<file path="src/rtl/rv32i_mem_arbiter.sv">
// rv32i_mem_arbiter
// Two-master (instruction fetch / data) arbiter in front of a single-port
// memory with a one-shot strobe and an ack/timeout completion handshake.
// Only one transaction is outstanding at a time: IDLE -> ISSUE -> WAIT.
//
// Build option: define ARB_ROUND_ROBIN_EN to alternate the grant between
// fetch and data on simultaneous requests. Without it the data side always
// wins a conflict.
module rv32i_mem_arbiter #(
  parameter int unsigned TIMEOUT = 255
) (
  input  logic        clk,
  input  logic        rst,
  // instruction-fetch port
  input  logic        if_req,
  input  logic [31:0] if_addr,
  output logic        if_gnt,
  output logic        if_rvalid,
  output logic        if_err,
  output logic [31:0] if_rdata,
  // data port
  input  logic        dm_req,
  input  logic        dm_we,
  input  logic [31:0] dm_addr,
  input  logic [31:0] dm_wdata,
  input  logic [3:0]  dm_be,
  output logic        dm_gnt,
  output logic        dm_rvalid,
  output logic        dm_err,
  output logic [31:0] dm_rdata,
  // memory port
  output logic        mem_en,
  output logic        mem_we,
  output logic [31:0] mem_addr,
  output logic [31:0] mem_wdata,
  output logic [3:0]  mem_be,
  input  logic        mem_ack,
  input  logic [31:0] mem_rdata
);

  typedef enum logic [1:0] {
    IDLE  = 2'd0,
    ISSUE = 2'd1,
    WAIT  = 2'd2
  } state_t;

  localparam logic       OWN_IF  = 1'b0;
  localparam logic       OWN_DM  = 1'b1;
  // The counter is compared one step early so the abort fires in the
  // TIMEOUT-th WAIT cycle that sees no ack.
  localparam logic [7:0] TO_LAST = 8'(TIMEOUT - 32'd1);

  state_t      state_r;
  state_t      state_nxt_s;
  logic        owner_r;
  logic [7:0]  cnt_r;
  logic        grant_dm_s;
  logic        grant_s;
  logic        ack_s;
  logic        timeout_s;
  logic        done_s;

`ifdef ARB_ROUND_ROBIN_EN
  logic        last_owner_r;
`endif

  // Arbitration: pick the data side or the fetch side as the winner.
  always_comb begin
    grant_dm_s = 1'b0;
    if (if_req && dm_req) begin
`ifdef ARB_ROUND_ROBIN_EN
      grant_dm_s = (last_owner_r == OWN_IF);
`else
      grant_dm_s = 1'b1;
`endif
    end else if (dm_req) begin
      grant_dm_s = 1'b1;
    end else begin
      grant_dm_s = 1'b0;
    end
  end

  // Completion conditions: ack beats a timeout landing in the same cycle.
  always_comb begin
    grant_s   = (state_r == IDLE) && (if_req || dm_req);
    ack_s     = (state_r == WAIT) && mem_ack;
    timeout_s = (state_r == WAIT) && !mem_ack && (cnt_r == TO_LAST);
    done_s    = ack_s || timeout_s;
  end

  // FSM state register.
  always_ff @(posedge clk or posedge rst) begin
    if (rst) begin
      state_r <= IDLE;
    end else begin
      state_r <= state_nxt_s;
    end
  end

  // FSM next-state logic.
  always_comb begin
    state_nxt_s = state_r;
    case (state_r)
      IDLE: begin
        if (grant_s) begin
          state_nxt_s = ISSUE;
        end else begin
          state_nxt_s = IDLE;
        end
      end
      ISSUE: begin
        state_nxt_s = WAIT;
      end
      WAIT: begin
        if (done_s) begin
          state_nxt_s = IDLE;
        end else begin
          state_nxt_s = WAIT;
        end
      end
      default: begin
        state_nxt_s = IDLE;
      end
    endcase
  end

  // FSM outputs: same-cycle grants, held low while reset is asserted.
  always_comb begin
    if_gnt = 1'b0;
    dm_gnt = 1'b0;
    if (!rst && grant_s) begin
      if_gnt = !grant_dm_s;
      dm_gnt = grant_dm_s;
    end else begin
      if_gnt = 1'b0;
      dm_gnt = 1'b0;
    end
  end

  // Latch the winner into the memory strobe registers (live only in ISSUE)
  // and remember which side owns the transaction.
  always_ff @(posedge clk or posedge rst) begin
    if (rst) begin
      owner_r   <= OWN_IF;
      mem_en    <= 1'b0;
      mem_we    <= 1'b0;
      mem_addr  <= 32'h0000_0000;
      mem_wdata <= 32'h0000_0000;
      mem_be    <= 4'h0;
    end else if (grant_s) begin
      mem_en <= 1'b1;
      if (grant_dm_s) begin
        owner_r   <= OWN_DM;
        mem_we    <= dm_we;
        mem_addr  <= dm_addr;
        mem_wdata <= dm_wdata;
        mem_be    <= dm_be;
      end else begin
        owner_r   <= OWN_IF;
        mem_we    <= 1'b0;
        mem_addr  <= if_addr;
        mem_wdata <= 32'h0000_0000;
        mem_be    <= 4'hF;
      end
    end else begin
      mem_en    <= 1'b0;
      mem_we    <= 1'b0;
      mem_addr  <= 32'h0000_0000;
      mem_wdata <= 32'h0000_0000;
      mem_be    <= 4'h0;
    end
  end

`ifdef ARB_ROUND_ROBIN_EN
  // Track the side granted most recently for conflict alternation.
  always_ff @(posedge clk or posedge rst) begin
    if (rst) begin
      last_owner_r <= OWN_IF;
    end else if (grant_s) begin
      last_owner_r <= grant_dm_s;
    end else begin
      last_owner_r <= last_owner_r;
    end
  end
`endif

  // WAIT-state cycle counter: cleared on issue, advances while no ack.
  always_ff @(posedge clk or posedge rst) begin
    if (rst) begin
      cnt_r <= 8'd0;
    end else if (state_r == ISSUE) begin
      cnt_r <= 8'd0;
    end else if ((state_r == WAIT) && !mem_ack) begin
      cnt_r <= cnt_r + 8'd1;
    end else begin
      cnt_r <= cnt_r;
    end
  end

  // Fetch completion: one-cycle rvalid/err pulse and data capture.
  always_ff @(posedge clk or posedge rst) begin
    if (rst) begin
      if_rvalid <= 1'b0;
      if_err    <= 1'b0;
      if_rdata  <= 32'h0000_0000;
    end else if (done_s && (owner_r == OWN_IF)) begin
      if_rvalid <= 1'b1;
      if_err    <= timeout_s;
      if_rdata  <= ack_s ? mem_rdata : 32'h0000_0000;
    end else begin
      if_rvalid <= 1'b0;
      if_err    <= 1'b0;
      if_rdata  <= if_rdata;
    end
  end

  // Data completion: stores also return mem_rdata on ack.
  always_ff @(posedge clk or posedge rst) begin
    if (rst) begin
      dm_rvalid <= 1'b0;
      dm_err    <= 1'b0;
      dm_rdata  <= 32'h0000_0000;
    end else if (done_s && (owner_r == OWN_DM)) begin
      dm_rvalid <= 1'b1;
      dm_err    <= timeout_s;
      dm_rdata  <= ack_s ? mem_rdata : 32'h0000_0000;
    end else begin
      dm_rvalid <= 1'b0;
      dm_err    <= 1'b0;
      dm_rdata  <= dm_rdata;
    end
  end

endmodule
</file>
<file path="config.mk">
export PLATFORM = sky130hd
export DESIGN_NAME = rv32i_mem_arbiter
export DESIGN_NICKNAME = d
export VERILOG_FILES = /design/src/rtl/rv32i_mem_arbiter.sv
export SDC_FILE = /design/constraint.sdc
export NUM_CORES = 1
export LEC_CHECK = 0
export ABC_CLOCK_PERIOD_IN_PS = 5100
export CAP_MARGIN = 0
export CORE_MARGIN = 1.5
export CORE_UTILIZATION = 42
export CTS_BUF_LIST = sky130_fd_sc_hd__clkbuf_4 sky130_fd_sc_hd__clkbuf_8 sky130_fd_sc_hd__clkbuf_16
export CTS_CLUSTER_SIZE = 24
export DETAILED_ROUTE_END_ITERATION = 10
export PLACE_DENSITY = 0.8
export SYNTH_ARGS = -nofsm -noshare
export SYNTH_HDL_FRONTEND = slang
export SYNTH_SLANG_ARGS = --single-unit
</file>
<file path="constraint.sdc">
create_clock -name clk -period 5.1 [get_ports clk]
set_clock_uncertainty 0.2 [all_clocks]
set_input_delay 0.51 -clock clk [delete_from_list [all_inputs] [get_ports clk]]
set_output_delay 0.51 -clock clk [all_outputs]
set_load 0.01 [all_outputs]
</file>
## Word-level counts from Yosys, hierarchy flattened

Cells that the tools add are included.

- Bits in read-only memories: 0
- RAM bits: 0
- Bits in registers: 149
- Word-level logic and storage cells: 58
- Memories: 0
- Bits of input ports: 138
- Output and inout port bits: 140
- Bits in latches: 0

- Shift-type cells: 0
- Reductions and logical operators: 15
- Div/mod/pow operators: 0
- Eq/ne operators: 3
- Multiplexer cells: 24
- $mul: 0
- Order comparisons: 0
- Bitwise gates (word level): 1
- $add $sub $neg: 1

Operators with widths:

| kind | number |
|---|---|
| two-way mux 32 bit | 5 |
| two-way mux 8 bit | 2 |
| two-way mux 1 bit | 13 |
| adder 8 x 1 -> 8 bit, second input constant | 1 |
| equality test 8 bit, second input constant | 1 |
| logical AND 1 bit | 8 |
| two-way mux 4 bit | 2 |
| one-hot mux 2 bit (3 select lines) | 1 |
| logical NOT 1 bit | 3 |
| equality test 2 x 1 -> 1 bit, second input constant | 1 |
| equality test 2 bit, second input constant | 1 |
| logical NOT 2 bit | 1 |
| logical OR 1 bit | 2 |
| two-way mux 2 bit | 1 |
| nonzero test 2 bit | 1 |
| inverter 1 bit | 1 |

## Depth between registers and ports, before layout

Gate-level depths: netlist of run 1.

- Word-level depth: 6
- Mapped depth: 6

## Least setup slack after synthesis of run 1

No wires, ideal clock.

- Kind: input to output
- Start: in rst
- End: out dm_gnt
- Path slack: 241 ps
- Data arrival time: 4149 ps
- Stages: 2
- Required time: 4390 ps
- Cell sequence: inv_1 > and3_1

- Word-level cells in the longest chain between the ends: 3

RTL lines:

| item | RTL line | source |
|---|---|---|
| from (decl) | 13 | `input logic rst,` |
| logical NOT 1 bit (no source line) | - |  |
| logical AND 1 bit | 131 | `if (!rst && grant_s) begin` |
| two-way mux 1 bit | 131 |  |
| to (decl) | 27 | `output logic dm_gnt,` |

No other way between the ends.

## Worst setup path in the final report of run 1

- Start: reg state_r[1]
- End: out dm_gnt

- Word-level cells in the longest chain between the ends: 4

RTL lines:

| item | RTL line | source |
|---|---|---|
| from (decl) | 53 | `state_t state_r;` |
| from (signal assigned) | 96 | `state_r <= state_nxt_s;` |
| logical NOT 2 bit | 85 | `grant_s = (state_r == IDLE) && (if_req \|\| dm_req);` |
| logical AND 1 bit | 85 |  |
| logical AND 1 bit | 131 |  |
| two-way mux 1 bit | 131 |  |

No other way between the ends.

==> metrics.md, run 1 <==
| Metric | Value |
|---|---|
| Crit Reg-Reg Endpoint | `mem_addr[27]` |
| Final hold viol count | `0` |
| Synth unique cells | `38` |
| Lkg Pwr | `4.489 nW` |
| Cell Pwr Density | `528.3 nW/um^2` |
| Vias in the first global route | `5588` |
| YS warnings | `0` |
| Die area | `15730 sq um` |
| Routability cong. | `0.9078` |
| Largest net degree at the start of global routing | `134` |
| CTS Buf Count | `17` |
| Hold depth | `1` |
| Final std cells w/o fill | `1035` |
| Max Clock Freq | `0.3129 GHz` |
| Hold endpoint | `cnt_r[5]` |
| Flop2flop setup slack | `2.46 ns` |
| Hold Crit Start | `cnt_r[5]` |
| Outcome | `completed` |
| Crit end category | `output pin` |
| Fill count | `1065` |
| Yosys reg bits | `149` |
| Startpoint class of the critical path | `register` |
| Top Ports | `278` |
| Routed wire per std cell | `18.01 um` |
| Layout cells sized above 1 | `0.06463` |
| I/O Buffers | `277` |
| Worst vdd ir | `0.3393 mV` |
| # setup viols final | `0` |
| WHS | `0.2962 ns` |
| CP max FO | `36` |
| Total detailed-routing wirelength | `18.64 mm` |
| R2R depth | `4` |
| Largest family of logic cells by synthesized area | `compound AO/OA/AOI/OAI gates` |
| DP Worst Slack | `1.973 ns` |
| Simple-gate share of the synthesized area | `0.1608` |
| Post-synthesis mux area share | `0.007951` |
| Placed Instances | `1003` |
| Remaining DRCs | `0` |
| Netlist Area Pre-Place | `6295 sq um` |
| Critical Path RT | `4.39 ns` |
| Sequential share of the synthesized area | `0.5923` |
| Crit path DAT | `2.49 ns` |
| CTS Sinks | `149` |
| Cell chain of the critical path | `nor2_2 > and3_1 > clkdlybuf4s50_1` |
| Die height | `125.4 um` |
| RSZ-0062 raised after global routing | `false` |
| Worst-Skew Late Latency | `0.41 ns` |
| H-tree depth | `4` |
| CTS hold repair buffers | `0` |
| Crit path from | `state_r[1]` |
| Max cap viols | `0` |
| Synth Flop Type | `dfrtp_1` |
| Total negative slack | `0 ns` |
| Final period utilization | `0.6266` |
| Post-synthesis compound-gate area fraction | `0.1701` |
| Multi-input gate area | `2177 sq um` |
| First-pass GRT wire length | `29.16 mm` |
| Avg Synthesized Cell Area | `10.71 sq um` |
| Remaining Overflow, GRT | `0` |
| Total design power | `5.119 mW` |
| Drt first pass iters | `4` |
| Reg clk slew, reported paths | `0.06 ns` |
| Rel. slew slack | `0.1442` |
| Mapped Cells | `588` |
| Setup Fix Bufs, Post-CTS | `0` |
| Initial core utilization | `0.4315` |
| CTS root buf | `clkbuf_16` |
| Die width | `125.4 um` |
| Max-slew violations | `0` |
| Ys async rst share | `1.000` |
| Post-layout util | `0.6642` |
| Synth Area in Adders | `0.003975` |
| Slowest stage delay, CP | `0.79 ns` |
| Syn-to-layout area delta | `53.93%` |
| Post_cts resized | `0` |
| Rows | `44` |
| Final Worst Setup Slack | `1.905 ns` |
| Hold WC Path Type | `register to register` |
| Post-Layout Inst Area | `9689 sq um` |
| Drt initial violations | `381` |
| Clock Tree Buf Depth | `2` |
| Reg-to-Reg Start | `state_r[1]` |
| Worst slew pin tran | `1.284 ns` |
| Tmin final | `3.195 ns` |
| Core area | `14590 sq um` |
| CTS tree | `built` |
| Register area | `3732 sq um` |
| Placed inst area | `9120 sq um` |
| Syn nets | `728` |
| Nets | `978` |
| HPWL after DPL | `13.27 mm` |
| Tot GR Track Use | `0.2388` |
| Antenna violations before repair | `0` |
| DR vias | `5553` |
| Crit Path Class | `register to output pin` |
| # diodes | `0` |
| XOR/XNOR Fraction of Synth Area | `0.001391` |
| EDFF count, synth | `0` |
| Via-to-Cell Ratio | `5.365` |
| CP max stage cell | `nor2_2` |
| Antenna-violating nets left | `0` |
-- synth_stat cells (2+ instances only) --
| cell type | number | area (sq um) |
|---|---|---|
| ha_1 | 2 | 25.02 |
| a21oi_1 | 37 | 185.2 |
| nand4_1 | 2 | 12.51 |
| nand2_1 | 70 | 262.8 |
| nor2b_1 | 33 | 206.5 |
| a22o_1 | 31 | 271.5 |
| and3_1 | 34 | 212.7 |
| o221ai_1 | 21 | 183.9 |
| buf_6 | 6 | 67.56 |
| o22ai_1 | 32 | 200.2 |
| clkbuf_1 | 39 | 146.4 |
| o21ai_0 | 4 | 20.02 |
| nor4_1 | 3 | 18.77 |
| mux2i_1 | 5 | 50.05 |
| dfrtp_1 | 149 | 3729 |
| and2_1 | 2 | 12.51 |
| o221ai_2 | 11 | 165.2 |
| nor2_1 | 2 | 7.510 |
| buf_1 | 6 | 22.52 |
| nand3b_1 | 2 | 15.01 |
| nand3_1 | 39 | 195.2 |
| inv_1 | 42 | 157.7 |
-- worst max-delay path, delay by kind of cell, from the launching register on --
family,cells,cell delay (ns)
AND/OR/NAND/NOR,2,1.06
buffers and inverters,1,0.54
flip-flops,1,0.47
-- state kept, by name (all words and copies together), names as in the netlist, 2 cells and up --
signal and flops:
mem_wdata 32, dm_rdata 32, state_r 2, mem_addr 32, cnt_r 8, if_rdata 32
mem_be 4
-- worst max-delay path by stage --
stage	end	slack (ns)	cells after the start
global route	dm_gnt	1.67	3
detailed placement	dm_rdata[17]	1.97	5
global placement	dm_gnt	1.99	4
CTS	dm_gnt	1.87	3
finish	dm_gnt	1.90	3
floorplan	dm_gnt	0.24	2
-- final cells by class --
type                    instances  area share
clock buffers                  21     0.04830
clock inverters                11     0.01046
inverters                      42     0.01679
multi-input cells             345      0.2247
flip-flops and latches        149      0.3852
well taps                     184     0.02376
repair buffers                283      0.2908
-- report_power, final --
part	internal, mW	switching, mW
Sequential	1.56	0.409
Clock	0.708	0.484
Combinational	1.08	0.884
Total	3.34	1.78
-- layout by cell type (no fill, tap or decap), types with 3 or more instances in the layout --
| cell | synthesis | final |
|---|---|---|
| a22o_1 | 31 | 31 |
| inv_6 | 0 | 3 |
| nand3_1 | 39 | 39 |
| nor2b_1 | 33 | 33 |
| o221ai_2 | 11 | 11 |
| inv_1 | 42 | 41 |
| a21oi_1 | 37 | 37 |
| and3_1 | 34 | 34 |
| o21ai_0 | 4 | 4 |
| clkdlybuf4s50_1 | 0 | 277 |
| clkinv_2 | 0 | 3 |
| o22ai_1 | 32 | 32 |
| mux2i_1 | 5 | 5 |
| buf_4 | 0 | 6 |
| o221ai_1 | 21 | 21 |
| clkbuf_16 | 0 | 17 |
| nand2_1 | 70 | 70 |
| dfrtp_1 | 149 | 148 |
| clkinvlp_4 | 0 | 4 |
| nor4_1 | 3 | 3 |
-- logic make-up after synthesis --
kind of cell | count (synthesis)
AND/OR/NAND/NOR | 195
buffers and inverters | 94
flip-flops | 149
multiplexers | 5
AO/OA/AOI/OAI | 142
XOR/XNOR | 1
adder cells (fa/ha/maj) | 2
-- metal layers --
layer,up-vias,wire length (um),GRT usage
li1,2573,-,-
met1,2689,7095,0.2722
met2,256,9604,0.4140
met3,35,1284,0.06761
met4,0,652,0.1123
met5,-,0,0
Power figures use the tool's default switching activity.
==> inputs of run 2 (changes only) <==
==> config.mk (replaced) <==
export PLATFORM = sky130hd
export DESIGN_NAME = rv32i_mem_arbiter
export DESIGN_NICKNAME = d
export VERILOG_FILES = /design/src/rtl/rv32i_mem_arbiter.sv
export SDC_FILE = /design/constraint.sdc
export NUM_CORES = 1
export LEC_CHECK = 0
export ABC_CLOCK_PERIOD_IN_PS = 2700
export CAP_MARGIN = 0
export CORE_MARGIN = 1.5
export CORE_UTILIZATION = 38
export CTS_BUF_LIST = sky130_fd_sc_hd__clkbuf_4 sky130_fd_sc_hd__clkbuf_8 sky130_fd_sc_hd__clkbuf_16
export CTS_CLUSTER_SIZE = 24
export DETAILED_ROUTE_END_ITERATION = 10
export PLACE_DENSITY = 0.77
export SYNTH_ARGS = -nofsm -noshare
export SYNTH_HDL_FRONTEND = slang
export SYNTH_SLANG_ARGS = --single-unit
==> constraint.sdc (replaced) <==
create_clock -name clk -period 2.7 [get_ports clk]
set_clock_uncertainty 0.2 [all_clocks]
set_input_delay 0.27 -clock clk [delete_from_list [all_inputs] [get_ports clk]]
set_output_delay 0.27 -clock clk [all_outputs]
set_load 0.01 [all_outputs]
==> run 2 against run 1 <==
Compared with the run above:
- worst hold slack worse by 0.093 ns
- via count is 2.4% lower
- register-to-register slack worse by 1.9 ns
- critical endpoint is now if_gnt
- non-clock buffer count is 7 higher
- die area is 10% higher
- sequential share of layout area is 0.75 points lower
==> metrics.md, run 2 (synthesis results as in run 1) <==
| Metric | Value |
|---|---|
| Remaining DRCs | `0` |
| Busiest grt layer | `met2` |
| Startpoint class of the critical path | `register` |
| Hold WC Path Type | `primary input to register` |
| R2R depth | `4` |
| Routability cong. | `0.7986` |
| Worst-Skew Late Latency | `0.41 ns` |
| Die area | `17350 sq um` |
| Nets | `985` |
| Syn-to-layout area delta | `56.99%` |
| I/O Buffers | `277` |
| Die height | `131.7 um` |
| Most common cell after layout, fill and taps aside | `clkdlybuf4s50_1` |
| Grt met3 use | `0.06481` |
| Rows | `46` |
| Layout cells sized above 1 | `0.07226` |
| Worst vdd ir | `0.7046 mV` |
| Clock Tree Buf Depth | `2` |
| Total design power | `9.854 mW` |
| Fill count | `1278` |
| RSZ-0062 raised after global routing | `false` |
| Initial core utilization | `0.3920` |
| Worst slew pin tran | `0.8046 ns` |
| CTS hold repair buffers | `0` |
| CTS Sinks | `149` |
| Reg-to-Reg Start | `state_r[1]` |
| Hold depth | `3` |
| WHS | `0.2037 ns` |
| Crit Reg-Reg Endpoint | `dm_rdata[25]` |
| CTS tree | `built` |
| CTS root buf | `clkbuf_16` |
| Largest net degree at the start of global routing | `150` |
| Tot GR Track Use | `0.2149` |
| Vias in the first global route | `5355` |
| Final period utilization | `0.9268` |
| Max cap viols | `0` |
| Cell Pwr Density | `997.2 nW/um^2` |
| Max-slew violations | `0` |
| Outcome | `completed` |
| # diodes | `0` |
| CP max FO | `7` |
| GR Util met2 | `0.3751` |
| Crit Path Class | `register to output pin` |
| Met1 usage | `0.2520` |
| CTS Buf Count | `17` |
| Top Ports | `278` |
| Drt first pass iters | `5` |
| Antenna violations before repair | `0` |
| Crit path DAT | `2.03 ns` |
| Total detailed-routing wirelength | `18.29 mm` |
| Drt initial violations | `367` |
| Rel. slew slack | `0.4636` |
| Lkg Pwr | `4.555 nW` |
| Via-to-Cell Ratio | `5.045` |
| Max Clock Freq | `0.3996 GHz` |
| Final hold viol count | `0` |
| Hold endpoint | `mem_be[3]` |
| Critical Path RT | `2.23 ns` |
| Antenna-violating nets left | `0` |
| Reg clk slew, reported paths | `0.06 ns` |
| First-pass GRT wire length | `28.95 mm` |
| Setup Fix Bufs, Post-CTS | `0` |
| Flop2flop setup slack | `0.60 ns` |
| Hold Crit Start | `dm_be[3]` |
| Crit end category | `output pin` |
| DR vias | `5418` |
| Most frequent cells in the layout | `277 x clkdlybuf4s50_1, 148 x dfrtp_1, 70 x nand2_1` |
| Die width | `131.7 um` |
| Remaining Overflow, GRT | `0` |
| # setup viols final | `0` |
| Core area | `16060 sq um` |
| Post_cts resized | `0` |
| Routed wire per std cell | `17.03 um` |
| Tmin final | `2.502 ns` |
| H-tree depth | `4` |
| HPWL after DPL | `12.79 mm` |
[run 2: cell types whose count changed in the layout (fill, tap and decap cells not counted)]
cell,change
and2_0,-1
and2_1,+1
buf_12,+6
buf_4,+1
bufinv_16,+1
clkbuf_4,-1
clkbuf_8,-1
clkinv_2,-2
clkinv_4,+3
[run 2: critical path, stage by stage, from the launching register on]
cell and delay (ns):
dfrtp_1 0.51, nor4b_2 0.35, and2_1 0.16, clkdlybuf4s50_1 0.60
[run 2: final cells by class]
class | instances | area (sq um) | share of cell area
clock buffers | 19 | 446.7 | 0.04520
multi-input cells | 345 | 2177 | 0.2203
inverters | 42 | 161.4 | 0.01633
repair buffers | 290 | 2945 | 0.2980
clock inverters | 13 | 148.9 | 0.01507
flip-flops and latches | 149 | 3732 | 0.3777
well taps | 216 | 270.3 | 0.02735
[run 2: how the worst max path moves through the flow]
stage,depth (start not counted),end,slack [ns],startpoint
after floorplan,2,dm_gnt,-0.69,rst
after global placement,4,if_gnt,0.47,dm_req
after detailed placement,5,dm_rdata[18],0.43,mem_ack
after CTS,3,if_gnt,0.15,state_r[1]
after global routing,3,if_gnt,0.12,state_r[1]
final,3,if_gnt,0.20,state_r[1]
[run 2: per-stage QoR]
stage / worst slack (ns) / cell area [sq um] / instances / setup TNS, ns / utilization
floorplan: -0.6946 / 6299 / 588 / -1.365 / -
global placement: 0.4650 / 9286 / 1042 / 0 / 0.5783
detailed placement: 0.4301 / 9286 / 1042 / 0 / 0.5783
CTS: 0.1485 / 9882 / 1074 / 0 / 0.6154
global route: 0.1227 / 9882 / 1074 / 0 / 0.6154
finish: 0.1978 / 9882 / 1074 / 0 / 0.6154
[run 2: per-layer routing]
metal	vias to the layer above	routed length [um]
met4	0	340
met1	2578	7081
met3	20	1211
met2	229	9654
li1	2591	-
met5	-	0
[run 2: report_power, final]
part	switching (mW)	total [mW]	internal [mW]
Sequential	0.587	3.53	2.94
Combinational	1.85	3.96	2.12
Clock	0.955	2.36	1.41
